$ cat src/rtl/deadband_pkg.sv
// Shared types, counter width and helpers for the deadband event detector.
package deadband_pkg;

   // Direction of a detected change relative to the previous baseline.
   typedef enum logic {
      DIR_DOWN = 1'b0,
      DIR_UP   = 1'b1
   } ev_dir_e;

   localparam int unsigned CNT_W = 16;
   localparam logic [CNT_W-1:0] CNT_MAX = '1;

   // Increment that sticks at the all-ones value.
   function automatic logic [CNT_W-1:0] sat_inc(input logic [CNT_W-1:0] v);
      return (v == CNT_MAX) ? v : v + CNT_W'(1);
   endfunction

endpackage : deadband_pkg

$ cat src/rtl/event_fifo.sv
// Flop-based synchronous FIFO; extra pointer bit separates full from empty.
module event_fifo #(
   parameter int unsigned DW    = 11,
   parameter int unsigned DEPTH = 4
) (
   input  logic          clk,
   input  logic          rst,
   input  logic          push,
   input  logic [DW-1:0] push_data,
   input  logic          pop,
   output logic [DW-1:0] head,
   output logic          full,
   output logic          empty
);

   localparam int unsigned AW = $clog2(DEPTH);

   logic [AW:0]   wr_ptr;
   logic [AW:0]   rd_ptr;
   logic [DW-1:0] mem [DEPTH];
   logic          do_push;
   logic          do_pop;

   assign do_push = push && !full;
   assign do_pop  = pop && !empty;

   assign empty = (wr_ptr == rd_ptr);
   assign full  = (wr_ptr[AW] != rd_ptr[AW]) &&
                  (wr_ptr[AW-1:0] == rd_ptr[AW-1:0]);

   // Head is the entry at the read pointer; stale contents when empty.
   assign head = mem[rd_ptr[AW-1:0]];

   // Pointer and storage update; reset wipes contents so head reads zero.
   always_ff @(posedge clk or posedge rst) begin
      if (rst) begin
         wr_ptr <= '0;
         rd_ptr <= '0;
         for (int i = 0; i < int'(DEPTH); i++) begin
            mem[i] <= '0;
         end
      end else begin
         if (do_push) begin
            mem[wr_ptr[AW-1:0]] <= push_data;
            wr_ptr              <= wr_ptr + (AW+1)'(1);
         end
         if (do_pop) begin
            rd_ptr <= rd_ptr + (AW+1)'(1);
         end
      end
   end

endmodule : event_fifo

$ cat src/rtl/deadband_event_detector.sv
// Multi-channel deadband change detector queuing event records in a FIFO.
module deadband_event_detector
   import deadband_pkg::*;
#(
   parameter  int unsigned WIDTH      = 8,
   parameter  int unsigned CHANNELS   = 4,
   parameter  int unsigned FIFO_DEPTH = 4,
   localparam int unsigned CW         = $clog2(CHANNELS)
) (
   input  logic             clk,
   input  logic             rst_n,
   input  logic             in_valid,
   output logic             in_ready,
   input  logic [CW-1:0]    in_chan,
   input  logic [WIDTH-1:0] in_data,
   input  logic [WIDTH-1:0] thresh,
   output logic             ev_valid,
   input  logic             ev_ready,
   output logic [CW-1:0]    ev_chan,
   output logic [WIDTH-1:0] ev_data,
   output logic             ev_dir,
   output logic [CNT_W-1:0] ev_total
);

   // Event record carried through the FIFO.
   typedef struct packed {
      logic [CW-1:0]    chan;
      logic [WIDTH-1:0] data;
      ev_dir_e          dir;
   } ev_rec_t;

   localparam int unsigned REC_W = $bits(ev_rec_t);

   logic [WIDTH-1:0] base [CHANNELS];
   logic [CHANNELS-1:0] primed;

   logic             accept;
   logic             chan_ok;
   logic [WIDTH-1:0] cur_base;
   logic             cur_primed;
   logic [WIDTH-1:0] diff;
   logic             fire;
   logic             fifo_full;
   logic             fifo_empty;
   ev_rec_t          push_rec;
   ev_rec_t          head_rec;

   // Out-of-range indices only exist when CHANNELS is not a power of two.
   if (CHANNELS == 2**CW) begin : g_pow2
      assign chan_ok = 1'b1;
   end else begin : g_npow2
      assign chan_ok = ({1'b0, in_chan} < (CW+1)'(CHANNELS));
   end

   assign in_ready = !fifo_full;
   assign accept   = in_valid && in_ready;

   // Compare the sample against its channel baseline without wraparound.
   always_comb begin
      cur_base   = '0;
      cur_primed = 1'b0;
      diff       = '0;
      fire       = 1'b0;
      push_rec   = '{chan: in_chan, data: in_data, dir: DIR_DOWN};
      if (chan_ok) begin
         cur_base   = base[in_chan];
         cur_primed = primed[in_chan];
      end
      diff = (in_data >= cur_base) ? (in_data - cur_base) : (cur_base - in_data);
      fire = accept && chan_ok && cur_primed && (diff > thresh);
      if (in_data > cur_base) begin
         push_rec.dir = DIR_UP;
      end
   end

   // Baselines, primed flags and the saturating event counter.
   always_ff @(posedge clk or posedge rst_n) begin
      if (rst_n) begin
         for (int c = 0; c < int'(CHANNELS); c++) begin
            base[c] <= '0;
         end
         primed   <= '0;
         ev_total <= '0;
      end else if (accept && chan_ok) begin
         if (!cur_primed) begin
            base[in_chan]   <= in_data;
            primed[in_chan] <= 1'b1;
         end else if (fire) begin
            base[in_chan] <= in_data;
            ev_total      <= sat_inc(ev_total);
         end
      end
   end

   logic [REC_W-1:0] head_bits;

   event_fifo #(
      .DW    (REC_W),
      .DEPTH (FIFO_DEPTH)
   ) u_fifo (
      .clk       (clk),
      .rst       (rst_n),
      .push      (fire),
      .push_data (push_rec),
      .pop       (ev_valid && ev_ready),
      .head      (head_bits),
      .full      (fifo_full),
      .empty     (fifo_empty)
   );

   assign head_rec = ev_rec_t'(head_bits);
   assign ev_valid = !fifo_empty;
   assign ev_chan  = head_rec.chan;
   assign ev_data  = head_rec.data;
   assign ev_dir   = (head_rec.dir == DIR_UP);

endmodule : deadband_event_detector

$ cat config.mk
export PLATFORM = sky130hd
export DESIGN_NAME = deadband_event_detector
export DESIGN_NICKNAME = d
export VERILOG_FILES = /design/src/rtl/deadband_pkg.sv /design/src/rtl/event_fifo.sv /design/src/rtl/deadband_event_detector.sv
export SDC_FILE = /design/constraint.sdc
export NUM_CORES = 1
export LEC_CHECK = 0
export ABC_AREA = 1
export CAP_MARGIN = 25
export CELL_PAD_IN_SITES_DETAIL_PLACEMENT = 1
export CELL_PAD_IN_SITES_GLOBAL_PLACEMENT = 1
export CORE_ASPECT_RATIO = 1.2
export CORE_MARGIN = 2
export CORE_UTILIZATION = 31
export DETAILED_ROUTE_END_ITERATION = 16
export PLACE_DENSITY_LB_ADDON = 0.1
export SYNTH_ARGS = -nofsm -noshare
export SYNTH_HDL_FRONTEND = slang
export SYNTH_SLANG_ARGS = --single-unit
$ cat constraint.sdc
create_clock -name clk -period 4 [get_ports clk]
set_clock_uncertainty 0.2 [all_clocks]
set_input_delay 0.8 -clock clk [delete_from_list [all_inputs] [get_ports clk]]
set_output_delay 0.8 -clock clk [all_outputs]
set_load 0.02 [all_outputs]
==> results of run 1 <==
state kept, by name, indices dropped and copies added, names as in the netlist:
name and flops:
u_fifo.mem 44, base 32, ev_total 16, primed 4, u_fifo.rd_ptr 3, u_fifo.wr_ptr 3
how the worst min path moves through the flow:
stage / startpoint / end / slack [ns] / cells past startpoint
3_5_place_dp: u_fifo.mem[19] / u_fifo.mem[19] / 0.26 / 2
2_1_floorplan: u_fifo.mem[21] / u_fifo.mem[21] / 0.24 / 2
6_report: primed[3] / primed[3] / 0.28 / 1
3_3_place_gp: base[3] / base[3] / 0.25 / 2
5_1_grt: primed[3] / primed[3] / 0.30 / 1
4_1_cts: u_fifo.mem[19] / u_fifo.mem[19] / 0.28 / 2
logic make-up after synthesis:
| kind of cell | synth area share |
|---|---|
| xor+xnor | 0.0360 |
| fa+ha+maj | 0.0662 |
| compound gates | 0.107 |
| simple gates | 0.290 |
| buf+inv | 0.0811 |
| flops | 0.420 |
repair_timing:
item                       CTS  global route
setup buffers               34            13
cloned                      10             1
resized for setup          189            95
setup endpoints to repair   95            95
pin swaps                   86            65
placed cells by master (no fill, tap or decap), types with 13 or more instances in the layout:
| master | n |
|---|---|
| nand2_1 | 233 |
| dfrtp_1 | 102 |
| buf_4 | 97 |
| nand2_2 | 57 |
| clkdlybuf4s50_1 | 48 |
| inv_1 | 45 |
| nor2_1 | 34 |
| nand3_2 | 31 |
| o21ai_0 | 27 |
| nand3_1 | 25 |
| buf_6 | 24 |
| o21ai_2 | 22 |
| xor2_1 | 16 |
| ha_4 | 14 |
| ha_1 | 14 |
| o21ai_1 | 13 |
| a21oi_2 | 13 |
cell type report:
type | instances | area share
timing repair buffer | 184 | 0.193
clock buffer | 9 | 0.0240
timing repair inverter | 4 | 0.00307
multi-input combinational | 599 | 0.433
clock inverter | 7 | 0.00693
sequential | 102 | 0.272
tap | 261 | 0.0348
inverter | 66 | 0.0333
per-layer routing:
metal / vias up / global-route usage / share of wire
li1: 2921 / - / -
met1: 3076 / 0.260 / 0.42
met2: 106 / 0.402 / 0.53
met3: 42 / 0.0280 / 0.024
met4: 0 / 0.0735 / 0.028
met5: - / 0 / 0
worst max-delay path, cell delays in order:
cell,delay (ns)
buf_12,0.12
nor2_4,0.07
buf_6,0.13
a22o_1,0.23
a21oi_2,0.15
nand2_2,0.10
ha_4,0.33
nand2_4,0.08
inv_4,0.07
nand4_1,0.20
nand3_4,0.20
buf_6,0.13
nand2_2,0.04
a21boi_4,0.14
ha_4,0.28
nand2_4,0.05
nor2_4,0.13
nand2_2,0.08
nand2_2,0.08
nor2_4,0.04
nand2_4,0.12
buf_12,0.14
nand2_8,0.10
clkbuf_16,0.22
nand3_1,0.08
nand2_1,0.06
power by group through the flow:
stage               logic (mW)  clock network, mW  registers [mW]
floorplan                 1.93                  0            1.65
global placement          2.92                  0            1.69
detailed placement        3.03                  0            1.71
CTS                       3.87              0.911            1.72
global route              4.68              0.948            1.78
finish                    4.29              0.886            1.73
==> flow_summary.yaml, run 1 <==
status:
  run_status: "complete, but fails checks"
  violations: "setup timing"
cts:
  ctsHtreeMaxLevel: 3
  worstSkewPairLatency_ns: 0.36
  clk_pin_slew_ns: 0.08
  cts_tree: "yes"
  cts-root-buf: "clkbuf_16"
  cts_buffers: 9
  postCtsHoldBufs: 0
  clk_path_buf_depth: 2
  clock_sinks: 102
timing:
  final.setup.tns_ns: -4.10
  max-slew-margin-rel: 0.462
  final_max_slew_viol_count: 0
  max_freq_mhz: 242
  setup_viol: 83
  period_needed_ns: 4.14
  finalCritPeriodShare: 1.03
  rsz0062_at_grt: "true"
  worst-slew-pin-transition_ns: 0.806
  whs_ns: 0.280
  setup_ws_ns: -0.139
  hold_viol_final: 0
setup_path:
  rr_worst_depth: 23
  crit_end: "base[11]"
  worst_r2r_endpoint: "base[11]"
  r2r_setup_slack_ns: 0.20
  worst-path-max-fanout: 7
  r2r-start: "base[18]"
  cp.required_ns: 4.05
  worstSetupEndpointType: "flop"
  path_class: "in2reg"
  start_kind: "input pin"
  cp.arrival_ns: 4.19
  critPathLaunch: "in_chan[0]"
grt:
  grt_pass1_vias: 6658
  grtUsageTotal: 0.217
  antenna_found_initial: 0
  grt-ovfl-total: 0
  grt_pass1_wl_microns: 35500
  grt_max_degree: 57
power:
  powerDensity_nw_per_um2: 736
  seqPwrFrac: 0.251
  p_sw_mw: 3.13
  internal_power_mw: 3.78
  total_power_mw: 6.91
  p_sw_frac: 0.453
  power_leakage_nw: 4.40
  comb_power_share: 0.621
  irDropWorstVdd_mv: 0.270
  clkPwrFrac: 0.128
drt:
  vias: 6145
  routedWlPerCell_microns: 18.3
  drt_first_iter_violations: 183
  drt_wl_total_microns: 22500
  via_per_inst: 4.99
  ant_nets: 0
  drc: 0
  dr.pass1.iters: 5
logic_synthesis:
  ys.warnings.count: 0
  synth_ff_type: "dfrtp_1"
  mappedNetlistNets: 860
  syn_area_sq_um: 6080
  synth-edff-count: 0
  synth_common_cells: "nand2_1, dfrtp_1, inv_1, nand3_1, nor2_1"
  synth.area.top_cells: "dfrtp_1, nand2_1, ha_1, nand3_1, inv_1"
  yosys.area.top_type: "dfrtp_1"
  ys_seq_area_frac: 0.420
  async_flop_share: 1.00
  synth_top_area_share: 0.420
  synthCells: 807
  synth_most_common_cell: "nand2_1"
  ys_seq_elements: 102
  yosysUniqueCellTypes: 39
  synth.avg_cell_area_sq_um: 7.54
job:
  max_cap_violations: 0
finish:
  drive_gt1_frac: 0.374
  multi_input_area_sq_um: 4070
  fin_util: 0.484
  fillers: 2253
  areaGrowthSynthToFinish_pct: 54.3
  fin_area_sq_um: 9390
  nets: 1019
  diodes: 0
  fin_cells: 1232
  seqCellArea_sq_um: 2550
floorplanning:
  core-area_sq_um: 19400
  die_area_sq_um: 20800
  initial_core_util: 0.313
  die_y_microns: 157
  rows: 56
  top_level_ports: 51
  die_w_microns: 132
min_path:
  hold_path_class: "reg2reg"
place:
  portBuffers: 50
  place_inst: 1161
  place_hpwl_microns: 14800
  place_area_sq_um: 7450
  pre_cts_slack_ns: -1.35
  place.gp.congestion: 0.842
Power figures use the tool's default switching activity.
==> run 2, diff against run 1 <==
--- a/config.mk
+++ b/config.mk
@@ -16,4 +16,5 @@
 export PLACE_DENSITY_LB_ADDON = 0.1
 export SYNTH_ARGS = -nofsm -noshare
 export SYNTH_HDL_FRONTEND = slang
+export SYNTH_HIERARCHICAL = 1
 export SYNTH_SLANG_ARGS = --single-unit
==> flow_summary.yaml, run 2 <==
setup_path:
  path_buf_inv: 10
  cp_slowest_cell: "ha_4"
  critPathMaxStageDelay_ns: 0.27
  r2r-start: "base[0]"
  path_class: "in2reg"
  start_kind: "input pin"
  cp.required_ns: 4.04
  rr_worst_depth: 23
  crit_top_cell: "nand2_4"
  critPathLaunch: "in_chan[0]"
  path_delay_family: "simple AND/OR/NAND/NOR gates"
  crit_end: "u_fifo/mem[23]"
  worst-path-max-fanout: 7
  worst_r2r_endpoint: "u_fifo/mem[23]"
  cp.arrival_ns: 4.14
  r2r_setup_slack_ns: 0.32
  path_depth: 31
  worstSetupEndpointType: "flop"
finish:
  final_cell_mix: "nand2_1, dfrtp_1, nand2_2"
  diodes: 0
  top_regs: "u_fifo/mem x44, base x32, ev_total x16"
  areaGrowthSynthToFinish_pct: 47.1
  regMostFlops: "u_fifo/mem"
  nets: 1007
  largest_register_ffs: 44
  final_common_cell: "nand2_1"
  drive_gt1_frac: 0.357
job:
  max_cap_violations: 0
cts:
  worstSkewPairLatency_ns: 0.36
  cts-root-buf: "clkbuf_16"
  cts_tree: "yes"
  clock_sinks: 102
  clk_path_buf_depth: 2
  clk_pin_slew_ns: 0.07
  cts_buffers: 9
  ctsHtreeMaxLevel: 3
power:
  power_leakage_nw: 4.39
  irDropWorstVdd_mv: 0.373
  internal_power_mw: 3.96
  p_sw_frac: 0.462
  clkPwrFrac: 0.133
  comb_power_share: 0.627
  p_sw_mw: 3.41
  powerDensity_nw_per_um2: 787
  seqPwrFrac: 0.240
logic_synthesis:
  async_flop_share: 1.00
  synth.area.top_cells: "dfrtp_1, nand2_1, ha_1, nand4_1, inv_1"
  ys_seq_elements: 102
  synth_common_cells: "nand2_1, dfrtp_1, inv_1, nand3_1, nand4_1"
  syn_area_sq_um: 6360
  synth.avg_cell_area_sq_um: 7.66
  synth_most_common_cell: "nand2_1"
  synth_top_area_share: 0.401
  mappedNetlistNets: 883
  yosysUniqueCellTypes: 38
  synth_ff_type: "dfrtp_1"
  yosys.area.top_type: "dfrtp_1"
  synthCells: 830
  ys.warnings.count: 6
  ys_seq_area_frac: 0.401
  synth-edff-count: 0
floorplanning:
  die_y_microns: 161
  top_level_ports: 51
  die_area_sq_um: 21700
  core-area_sq_um: 20200
  initial_core_util: 0.315
  die_w_microns: 135
  rows: 57
grt:
  grt_max_degree: 53
  grtUsageTotal: 0.212
  grt-ovfl-total: 0
  grt_pass1_wl_microns: 36000
  antenna_found_initial: 0
  grt_pass1_vias: 6610
drt:
  via_per_inst: 5.04
  drt_first_iter_violations: 261
  dr.pass1.iters: 4
  drt_wl_total_microns: 23300
  ant_nets: 0
  routedWlPerCell_microns: 19.0
  vias: 6163
  drc: 0
timing:
  rsz0062_at_grt: "true"
  final.setup.tns_ns: -5.15
  setup_ws_ns: -0.0994
  hold_viol_final: 0
  whs_ns: 0.270
  max_freq_mhz: 244
  max-slew-margin-rel: 0.490
  period_needed_ns: 4.10
  finalCritPeriodShare: 1.02
  worst-slew-pin-transition_ns: 0.765
  final_max_slew_viol_count: 0
  setup_viol: 95
min_path:
  hold_path_class: "reg2reg"
place:
  portBuffers: 50
  place_hpwl_microns: 15100
  place.gp.congestion: 0.819
status:
  run_status: "complete, but fails checks"
  violations: "setup timing"
-- run 2: cell type report --
type                            count  area [sq um]
Clock buffer                       10           229
Clock inverter                      6          93.8
Fill cell                        2312         10800
Inverter                           85           384
Multi-Input combinational cell    608          4280
Sequential cell                   102          2550
Tap cell                          265           332
Timing Repair Buffer              145          1470
Timing Repair inverter              3          21.3
-- run 2: worst min-delay path by stage --
stage                           endpoint  cells past startpoint           start
after detailed placement  u_fifo/mem[13]                      2  u_fifo/mem[13]
after CTS                      primed[2]                      1       primed[2]
after global routing           primed[2]                      1       primed[2]
after floorplan           u_fifo/mem[11]                      2  u_fifo/mem[11]
final                          primed[2]                      1       primed[2]
after global placement    u_fifo/mem[16]                      2  u_fifo/mem[16]
-- run 2: what timing repair did --
item / CTS / global route
setup endpoints to repair: 95 / 95
pin swaps: 49 / 66
resized for setup: 121 / 153
setup buffers: 11 / 11
hold buffers: 0 / 0
cloned: 7 / 6
hold endpoints to repair: 0 / 0
-- run 2: power by group through the flow --
stage / registers (mW) / logic (mW) / clock network, mW
4_1_cts: 1.73 / 3.84 / 1.00
2_1_floorplan: 1.65 / 2.20 / 0
6_report: 1.77 / 4.62 / 0.977
3_5_place_dp: 1.70 / 3.29 / 0
5_1_grt: 1.82 / 5.02 / 1.05
3_3_place_gp: 1.69 / 3.19 / 0
-- run 2: logic make-up (layout without fill, tap and decap cells) --
family	count (synthesis)	count (layout)	synth area share
xor gates and xnor gates	22	22	0.0315
buffers and inverters	123	249	0.0869
adders and majority gates	31	31	0.0633
and+or+nand+nor	468	471	0.330
AOI/OAI and AO/OA	84	84	0.0867
DFF	102	102	0.401
-- run 2: routing by layer --
layer  share of wire  global-route usage
met4           0.018              0.0569
met5               0                   0
met2            0.52               0.369
met1            0.44               0.278
met3           0.021              0.0224
-- run 2: per-stage QoR --
| stage | worst slack [ns] | power, mW | cells | area [sq um] | util |
|---|---|---|---|---|---|
| 6_report | -0.0994 | 7.37 | 1224 | 9360 | 0.464 |
| 5_1_grt | -0.259 | 7.89 | 1224 | 9360 | 0.464 |
| 4_1_cts | -0.0762 | 6.57 | 1209 | 8610 | 0.426 |
| 3_5_place_dp | -1.22 | 4.99 | 1175 | 7620 | 0.378 |
| 3_3_place_gp | -1.06 | 4.88 | 1175 | 7620 | 0.378 |
| 2_1_floorplan | -0.00446 | 3.84 | 830 | 6540 | - |
-- run 2: worst reg2reg max path: stages, from the launching register on --
cell and delay, ns:
dfrtp_1 0.45, a221oi_4 0.42, inv_2 0.08, ha_4 0.18, inv_4 0.06, fa_2 0.21
nand2_2 0.07, nand2_4 0.08, buf_6 0.09, xor2_1 0.14, inv_1 0.06, o21a_1 0.23
ha_4 0.28, nand2_4 0.04, nor2_4 0.12, nand2_2 0.09, nand2_4 0.08, nor2_4 0.05
nand2_8 0.11, clkinv_8 0.08, buf_12 0.13, clkbuf_16 0.15, nand4_1 0.08, nand2_1 0.07
